$ cat config.mk
export PLATFORM = sky130hd
export DESIGN_NAME = frbus_wb_arb
export DESIGN_NICKNAME = d
export VERILOG_FILES = /design/src/rtl/frbus_wb_arb.sv
export SDC_FILE = /design/constraint.sdc
export NUM_CORES = 1
export LEC_CHECK = 0
export ABC_AREA = 1
export CAP_MARGIN = 10
export CORE_MARGIN = 2
export CORE_UTILIZATION = 39
export CTS_BUF_LIST = sky130_fd_sc_hd__clkbuf_2 sky130_fd_sc_hd__clkbuf_4 sky130_fd_sc_hd__clkbuf_8
export CTS_CLUSTER_SIZE = 20
export DETAILED_ROUTE_END_ITERATION = 12
export PLACE_DENSITY_LB_ADDON = 0.15
export SYNTH_ARGS = -nofsm -noshare
export SYNTH_HDL_FRONTEND = slang
export SYNTH_SLANG_ARGS = --single-unit
$ cat constraint.sdc
create_clock -name forever_cpuclk -period 4.2 [get_ports forever_cpuclk]
set_input_delay 1.05 -clock forever_cpuclk [delete_from_list [all_inputs] [get_ports forever_cpuclk]]
set_output_delay 1.05 -clock forever_cpuclk [all_outputs]
set_load 0.01 [all_outputs]
$ cat src/rtl/frbus_wb_arb.sv
// FPU result-bus writeback arbiter: grants one source per cycle, registers the FP RF write, and accumulates sticky fflags.
// Optional macro FRBUS_RR_ARB_EN selects round-robin arbitration; the default is fixed priority with source 0 highest.
module frbus_wb_arb #(
   parameter int unsigned NUM_SRC = 3,
   parameter int unsigned DATA_W  = 32
) (
   input  logic                        forever_cpuclk,
   input  logic                        cpurst_b,
   input  logic [NUM_SRC-1:0]          src_wb_vld,
   input  logic [NUM_SRC*DATA_W-1:0]   src_wb_data,
   input  logic [NUM_SRC*5-1:0]        src_wb_fflags,
   input  logic [NUM_SRC*5-1:0]        src_wb_freg,
   output logic [NUM_SRC-1:0]          src_wb_grant,
   input  logic                        rtu_yy_xx_flush,
   input  logic                        rtu_yy_xx_async_flush,
   input  logic                        rf_wb_stall,
   output logic                        frbus_rf_wen,
   output logic [4:0]                  frbus_rf_waddr,
   output logic [DATA_W-1:0]           frbus_rf_wdata,
   output logic [4:0]                  frbus_fflags_sticky,
   input  logic                        cp0_fflags_clr,
   output logic                        frbus_idle
);

   localparam int unsigned FLG_W = 5;
   localparam int unsigned REG_W = 5;

   logic                block_c;
   logic                xfer_c;
   logic [NUM_SRC-1:0]  grant_c;
   logic [DATA_W-1:0]   sel_data_c;
   logic [FLG_W-1:0]    sel_flags_c;
   logic [REG_W-1:0]    sel_freg_c;

   assign block_c = rf_wb_stall | rtu_yy_xx_flush | rtu_yy_xx_async_flush;

`ifdef FRBUS_RR_ARB_EN
   localparam int unsigned PTR_W = $clog2(NUM_SRC);

   logic [PTR_W-1:0] ptr;
   logic [PTR_W-1:0] gnt_idx_c;

   // Two-pass search: sources at or above the pointer first, then wrap to the lowest index.
   always_comb begin
      logic found;
      grant_c = '0;
      found   = 1'b0;
      for (int i = 0; i < int'(NUM_SRC); i++) begin
         if (!found && src_wb_vld[i] && (PTR_W'(i) >= ptr)) begin
            grant_c[i] = 1'b1;
            found      = 1'b1;
         end
      end
      for (int i = 0; i < int'(NUM_SRC); i++) begin
         if (!found && src_wb_vld[i]) begin
            grant_c[i] = 1'b1;
            found      = 1'b1;
         end
      end
      if (block_c || !cpurst_b) grant_c = '0;
   end

   always_comb begin
      gnt_idx_c = '0;
      for (int i = 0; i < int'(NUM_SRC); i++) begin
         if (grant_c[i]) gnt_idx_c = PTR_W'(i);
      end
   end

   always_ff @(posedge forever_cpuclk or negedge cpurst_b) begin
      if (!cpurst_b) begin
         ptr <= '0;
      end else if (xfer_c) begin
         ptr <= (gnt_idx_c == PTR_W'(NUM_SRC - 1)) ? '0 : gnt_idx_c + PTR_W'(1);
      end
   end
`else
   // Fixed priority: lowest index wins.
   always_comb begin
      logic found;
      grant_c = '0;
      found   = 1'b0;
      for (int i = 0; i < int'(NUM_SRC); i++) begin
         if (!found && src_wb_vld[i]) begin
            grant_c[i] = 1'b1;
            found      = 1'b1;
         end
      end
      if (block_c || !cpurst_b) grant_c = '0;
   end
`endif

   assign src_wb_grant = grant_c;
   assign xfer_c       = |grant_c;

   // One-hot AND-OR select of the granted source's payload; all zero when nothing is granted.
   always_comb begin
      sel_data_c  = '0;
      sel_flags_c = '0;
      sel_freg_c  = '0;
      for (int i = 0; i < int'(NUM_SRC); i++) begin
         if (grant_c[i]) begin
            sel_data_c  = sel_data_c  | src_wb_data[i*DATA_W +: DATA_W];
            sel_flags_c = sel_flags_c | src_wb_fflags[i*FLG_W +: FLG_W];
            sel_freg_c  = sel_freg_c  | src_wb_freg[i*REG_W +: REG_W];
         end
      end
   end

   always_ff @(posedge forever_cpuclk or negedge cpurst_b) begin
      if (!cpurst_b) begin
         frbus_rf_wen   <= 1'b0;
         frbus_rf_waddr <= '0;
         frbus_rf_wdata <= '0;
      end else begin
         frbus_rf_wen <= xfer_c;
         if (xfer_c) begin
            frbus_rf_waddr <= sel_freg_c;
            frbus_rf_wdata <= sel_data_c;
         end
      end
   end

   // A clear keeps a same-cycle transfer's flags; sel_flags_c is zero without a transfer.
   always_ff @(posedge forever_cpuclk or negedge cpurst_b) begin
      if (!cpurst_b) begin
         frbus_fflags_sticky <= '0;
      end else if (cp0_fflags_clr) begin
         frbus_fflags_sticky <= sel_flags_c;
      end else begin
         frbus_fflags_sticky <= frbus_fflags_sticky | sel_flags_c;
      end
   end

   assign frbus_idle = ~|src_wb_vld & ~frbus_rf_wen;

endmodule

==> flow_summary.ini, run 1 <==
[grt]
use_met3 = 0.0541
use_met1 = 0.301
grt_pass1_wl_um = 14900
grtUsageMet2 = 0.449
grt_antenna_before_repair = 0
grt.total_usage = 0.256
grt_busiest_layer = met2
gr-total-overflow = 0
grt_max_degree = 65
first_global_vias = 3102

[placement]
hpwl_um = 6570
io_buffer_count = 181
globalplace.congestion = 0.848
post-place-ws_ps = 419

[pwr]
p_sw_uw = 379
p_comb_frac = 0.376
power_density_mw_per_mm2 = 295
vdd_drop_max_mv = 0.168
cellLeakagePower_uw = 0.00183
p_seq_frac = 0.419
clkPwrFrac = 0.206
power.internal_uw = 918
swShare = 0.292

[detailed_routing]
firstDrtPassIters = 4
postRouteWirelength_um = 9420
drc = 0
num_vias = 3163
via_per_inst = 5.56
post_drt_wl_per_cell_um = 16.6
drtIter0Drc = 131
ant_nets = 0

[timing]
fmax_mhz = 269
fin_skew_ps = 0
tns_ps = 0
tightest_slew_ps = 646
min_period_ps = 3720
fin_ws_ps = 478
setup_viol = 0
rsz0062_at_grt = no
drv_slew = 0
fin_crit_sh = 0.886
slew_headroom = 0.569
final_hold_viol_count = 0

[finish]
final_cell_mix = 179 x clkdlybuf4s50_1, 84 x nand3_1, 74 x nand4_1
layout.nets = 626
final_common_cell = clkdlybuf4s50_1
num-fill-cells = 547
drive_gt1_frac = 0.0488
area_growth_syn_to_layout_pct = 74.7
n_antenna_cell = 0

[logic_synthesis]
ys_seq_area_frac = 0.427
synthesis.nets = 462
syn_inst = 327
synth_area_per_cell_um2 = 7.70
yosys_warnings = 0
netlist_area_mm2 = 0.00252
synth.distinct_cells = 15
synth-seq-cells = 43

[clock_network]
clock_path_buffers = 2
cts.sinks = 43
worstSkewPairLatency_ps = 280
post_cts_resized = 0
cts-root-buf = clkbuf_8
cts_tree = yes
path_clk_slew_ps = 70
ctsHoldBuffers = 0
h-tree-depth = 2
cts_buffers = 5
cts_setup_buffers = 0

[die]
core_area_mm2 = 0.00631
dieArea_mm2 = 0.00711
rows = 29
ios = 182
initial_core_util = 0.399
die_y_um = 84.3
dieWidth_um = 84.3

[worst_setup_path]
worst_setup_path_end_kind = output pin
worst_ep_arrival_time_ps = 2670
cp_slowest_stage_delay_ps = 540
startpoint_type = input port
worstPathMaxFanout = 15
path_class = input port to output pin
crit_chain = clkdlybuf4s50_1, inv_1, nand2_1, nor2_4, nand2_1, inv_1, clkdlybuf4s50_1
worst_path_max_delay_cell = clkdlybuf4s50_1
worstPathRequired_ps = 3150
regToRegSetupSlack_ps = 3410

[status]
status = completed

[min_path]
hold_class = flip-flop to flip-flop

[flow_run]
maxCapViolCount = 0
-- per-layer routing --
metal,share of wire,vias to the layer above
met3,0.075,25
met4,0.034,0
met5,0,-
li1,-,1501
met2,0.50,145
met1,0.39,1492
-- kinds of logic (layout without fill, tap and decap cells) --
kind of cell,after synthesis,after routing,synth area share
flip-flops,43,43,0.427
AO/OA/AOI/OAI,4,4,0.00994
AND/OR/NAND/NOR,225,225,0.460
buffers and inverters,55,220,0.103
-- registers in the layout (all words and copies together) (netlist names) --
signal / cells
frbus_fflags_sticky: 5
frbus_rf_wen: 1
frbus_rf_waddr: 5
frbus_rf_wdata: 32
-- final cells by class --
type | instances | area (µm²) | share of cell area
Clock buffer | 7 | 83.8 | 0.0191
Clock inverter | 1 | 5.00 | 0.00114
Inverter | 23 | 86.3 | 0.0196
Multi-Input combinational cell | 229 | 1190 | 0.270
Sequential cell | 43 | 1080 | 0.245
Tap cell | 77 | 96.3 | 0.0219
Timing Repair Buffer | 189 | 1860 | 0.423
-- through the flow --
stage                util  std cells  hold WS (ps)  total power [µW]  instance area [µm²]
detailed placement  0.682        561           471              1040                 4310
CTS                 0.696        569           490              1310                 4400
global placement    0.682        561           466              1030                 4310
finish              0.696        569           485              1300                 4400
floorplan               -        327           518               698                 2520
global route        0.696        569           509              1360                 4400
-- path summary, 6_finish.rpt --
path                                        start                     end  cells after the start
min in group asynchronous                cpurst_b  frbus_fflags_sticky[2]                      2
min reg2reg                     frbus_rf_wdata[8]       frbus_rf_wdata[8]                      2
min                             frbus_rf_wdata[8]       frbus_rf_wdata[8]                      2
max                                   rf_wb_stall         src_wb_grant[1]                      7
max reg2reg                frbus_fflags_sticky[4]  frbus_fflags_sticky[4]                      4
max in group asynchronous                cpurst_b      frbus_rf_wdata[14]                      2
-- synthesized netlist by cell type --
| library cell | count | area share |
|---|---|---|
| nand2_1 | 54 | 0.081 |
| nor2_2 | 2 | 0.0050 |
| nand4_1 | 74 | 0.18 |
| buf_6 | 3 | 0.013 |
| buf_2 | 12 | 0.024 |
| inv_1 | 22 | 0.033 |
| nand3_1 | 84 | 0.17 |
| clkbuf_1 | 13 | 0.019 |
| dfrtp_1 | 43 | 0.43 |
| buf_4 | 4 | 0.012 |
| nor2_1 | 8 | 0.012 |
| a31oi_1 | 4 | 0.0099 |
| inv_2 | 1 | 0.0015 |
| nor2_4 | 2 | 0.0089 |
| nand2_2 | 1 | 0.0025 |
-- power groups by stage --
stage	Sequential, µW	Clock [µW]	Combinational [µW]
2_1_floorplan	586	0	112
3_3_place_gp	546	0	486
3_5_place_dp	550	0	490
4_1_cts	543	276	491
5_1_grt	551	289	523
6_report	543	267	487
-- critical path, delay by kind of cell --
| family | cells | cell delay (ps) |
|---|---|---|
| buffers and inverters | 4 | 1110 |
| and+or+nand+nor | 3 | 490 |
Power figures use the tool's default switching activity.
==> inputs of run 2 (changes only) <==
--- a/config.mk
+++ b/config.mk
@@ -6,6 +6,7 @@
 export NUM_CORES = 1
 export LEC_CHECK = 0
 export ABC_AREA = 1
+export ABC_CLOCK_PERIOD_IN_PS = 4200
 export CAP_MARGIN = 10
 export CORE_MARGIN = 2
 export CORE_UTILIZATION = 39
==> results of run 2 <==
The final DEF is identical to that of run 1; final timing and power are the same.
==> inputs of run 3 (changes only) <==
--- a/config.mk
+++ b/config.mk
@@ -5,11 +5,10 @@
 export SDC_FILE = /design/constraint.sdc
 export NUM_CORES = 1
 export LEC_CHECK = 0
-export ABC_AREA = 1
 export ABC_CLOCK_PERIOD_IN_PS = 4200
 export CAP_MARGIN = 10
 export CORE_MARGIN = 2
-export CORE_UTILIZATION = 39
+export CORE_UTILIZATION = 37
 export CTS_BUF_LIST = sky130_fd_sc_hd__clkbuf_2 sky130_fd_sc_hd__clkbuf_4 sky130_fd_sc_hd__clkbuf_8
 export CTS_CLUSTER_SIZE = 20
 export DETAILED_ROUTE_END_ITERATION = 12
==> run 3 against run 2 <==
  * Design area fell by 4.4%
  * Utilization grew 0.49 points
  * First-iteration DRC count increased by 17%
  * Critical endpoint is now src_wb_grant[2]
  * Largest cell class unchanged
  * Highest routed layer unchanged
==> flow_summary.ini, run 3 <==
[min_path]
hp-start = frbus_fflags_sticky[1]
hold_class = flip-flop to flip-flop
whs_endpoint = frbus_fflags_sticky[1]
holdPathStages = 2

[timing]
min_period_ps = 3630
setup_viol = 0
slew_headroom = 0.513
fmax_mhz = 276
tns_ps = 0
fin_crit_sh = 0.863
drv_slew = 0
final_hold_viol_count = 0
rsz0062_at_grt = no
tightest_slew_ps = 730
fin_skew_ps = 0

[finish]
final_cell_mix = 179 x clkdlybuf4s50_1, 52 x nand3_1, 43 x dfrtp_1
largest_register_ffs = 32
regMostFlops = frbus_rf_wdata
reg_top3 = frbus_rf_wdata x32, frbus_fflags_sticky x5, frbus_rf_waddr x5
drive_gt1_frac = 0.0482
final_common_cell = clkdlybuf4s50_1
area_growth_syn_to_layout_pct = 80.9
num-fill-cells = 490
n_antenna_cell = 0
layout.nets = 551

[logic_synthesis]
synth_top_area_frac = 0.463
synth-seq-cells = 43
synthMostInstantiatedCell = nand3_1
ys_top_cells_by_area = dfrtp_1 46%, a22oi_1 12%, nand3_1 11%
synth.distinct_cells = 17
ys_seq_area_frac = 0.463
synth_edf_count = 0
synthArstFlopShare = 1.00
synthesis.nets = 388
synthFlopType = dfrtp_1
synth_area_per_cell_um2 = 9.18
yosys_warnings = 0
netlist_area_mm2 = 0.00232
synth_top_area_cell = dfrtp_1
synth_top_cells_by_count = 52 x nand3_1, 43 x dfrtp_1, 37 x a21oi_1, 37 x a22oi_1, 37 x a31oi_1
syn_inst = 253

[worst_setup_path]
ff2ff_path_depth = 2
regToRegSetupSlack_ps = 3440
worstPathRequired_ps = 3150
startpoint_type = input port
worst_setup_path_end_kind = output pin
worstPathMaxFanout = 5
worstReg2RegStart = frbus_fflags_sticky[4]
path_class = input port to output pin
reg2reg_to = frbus_fflags_sticky[4]
worst_ep_arrival_time_ps = 2580

[die]
die_y_um = 83.2
dieArea_mm2 = 0.00693
initial_core_util = 0.388
rows = 28
core_area_mm2 = 0.00599
ios = 182
dieWidth_um = 83.2

[placement]
hpwl_um = 5970
io_buffer_count = 181
globalplace.congestion = 0.777

[grt]
gr-total-overflow = 0
first_global_vias = 2649
grt.total_usage = 0.239
grt_max_degree = 76
grt_antenna_before_repair = 0
grt_pass1_wl_um = 13600

[detailed_routing]
drtIter0Drc = 153
ant_nets = 0
via_per_inst = 5.67
post_drt_wl_per_cell_um = 17.4
num_vias = 2778
postRouteWirelength_um = 8510
firstDrtPassIters = 4
drc = 0

[pwr]
power_density_mw_per_mm2 = 310
vdd_drop_max_mv = 0.154
p_total_uw = 1300
cellLeakagePower_uw = 0.00156

[clock_network]
cts_buffers = 5
worstSkewPairLatency_ps = 280
clock_path_buffers = 2
ctsHoldBuffers = 0
h-tree-depth = 2
post_cts_resized = 0
cts_setup_buffers = 0
cts.sinks = 43
cts-root-buf = clkbuf_8
path_clk_slew_ps = 70
cts_tree = yes

[flow_run]
maxCapViolCount = 0

[status]
status = completed
==> run 3: cell count changes after synthesis, sizes merged, moves of 4 or more <==
cell,delta
nand2,-55
a21oi,+37
inv,-22
a32oi,+5
a22oi,+37
a31oi,+33
nor2,-11
nand3,-32
and2,+4
nand4,-74
==> run 3: power breakdown <==
part           switching (µW)  internal, µW
sequential               45.2           499
clock                     129           117
combinational             197           315
==> run 3: critical path, stage by stage <==
cell             delay [ps]
clkdlybuf4s50_1         440
nor4b_4                 370
and2_1                  180
clkdlybuf4s50_1         530
==> run 3: logic make-up (layout without fill, tap and decap cells) <==
group,count (synthesis),after routing,share of synthesized area
AOI/OAI and AO/OA,116,116,0.318
and+or+nand+nor,61,61,0.145
DFF,43,43,0.463
buffers and inverters,33,195,0.0738
==> run 3: per-layer routing <==
metal | share of wire | vias up | wire length [µm] | track usage
met4 | 0.0073 | 0 | 62 | 0.0551
met1 | 0.40 | 1313 | 3380 | 0.307
met2 | 0.48 | 153 | 4100 | 0.379
li1 | - | 1308 | - | -
met3 | 0.11 | 4 | 965 | 0.0944
met5 | 0 | - | 0 | 0
==> run 3: how the worst max path moves through the flow <==
stage | from | to | slack, ps | depth (start not counted)
2_1_floorplan | src_wb_vld[0] | src_wb_grant[2] | 1170 | 4
3_3_place_gp | rtu_yy_xx_flush | src_wb_grant[0] | 570 | 4
3_5_place_dp | rtu_yy_xx_flush | src_wb_grant[0] | 560 | 4
4_1_cts | rtu_yy_xx_flush | src_wb_grant[2] | 560 | 4
5_1_grt | rtu_yy_xx_flush | src_wb_grant[1] | 520 | 4
6_report | rtu_yy_xx_flush | src_wb_grant[2] | 570 | 4
==> run 3: area by class of cell <==
cell class              count  area [µm²]  area share
flip-flops and latches     43        1080       0.256
repair buffers            188        1850       0.441
inverters                   1        3.75    0.000893
clock buffers               6        76.3      0.0182
well taps                  75        93.8      0.0223
multi-input cells         177        1100       0.261
==> run 3: stage by stage <==
stage          utilization  hold slack, ps  std cells  worst slack, ps  area, µm²
2_1_floorplan            -             535        253             1170       2320
3_3_place_gp         0.689             488        484              565       4130
3_5_place_dp         0.689             494        484              564       4130
4_1_cts              0.701             514        490              558       4200
5_1_grt              0.701             546        490              521       4200
6_report             0.701             509        490              575       4200
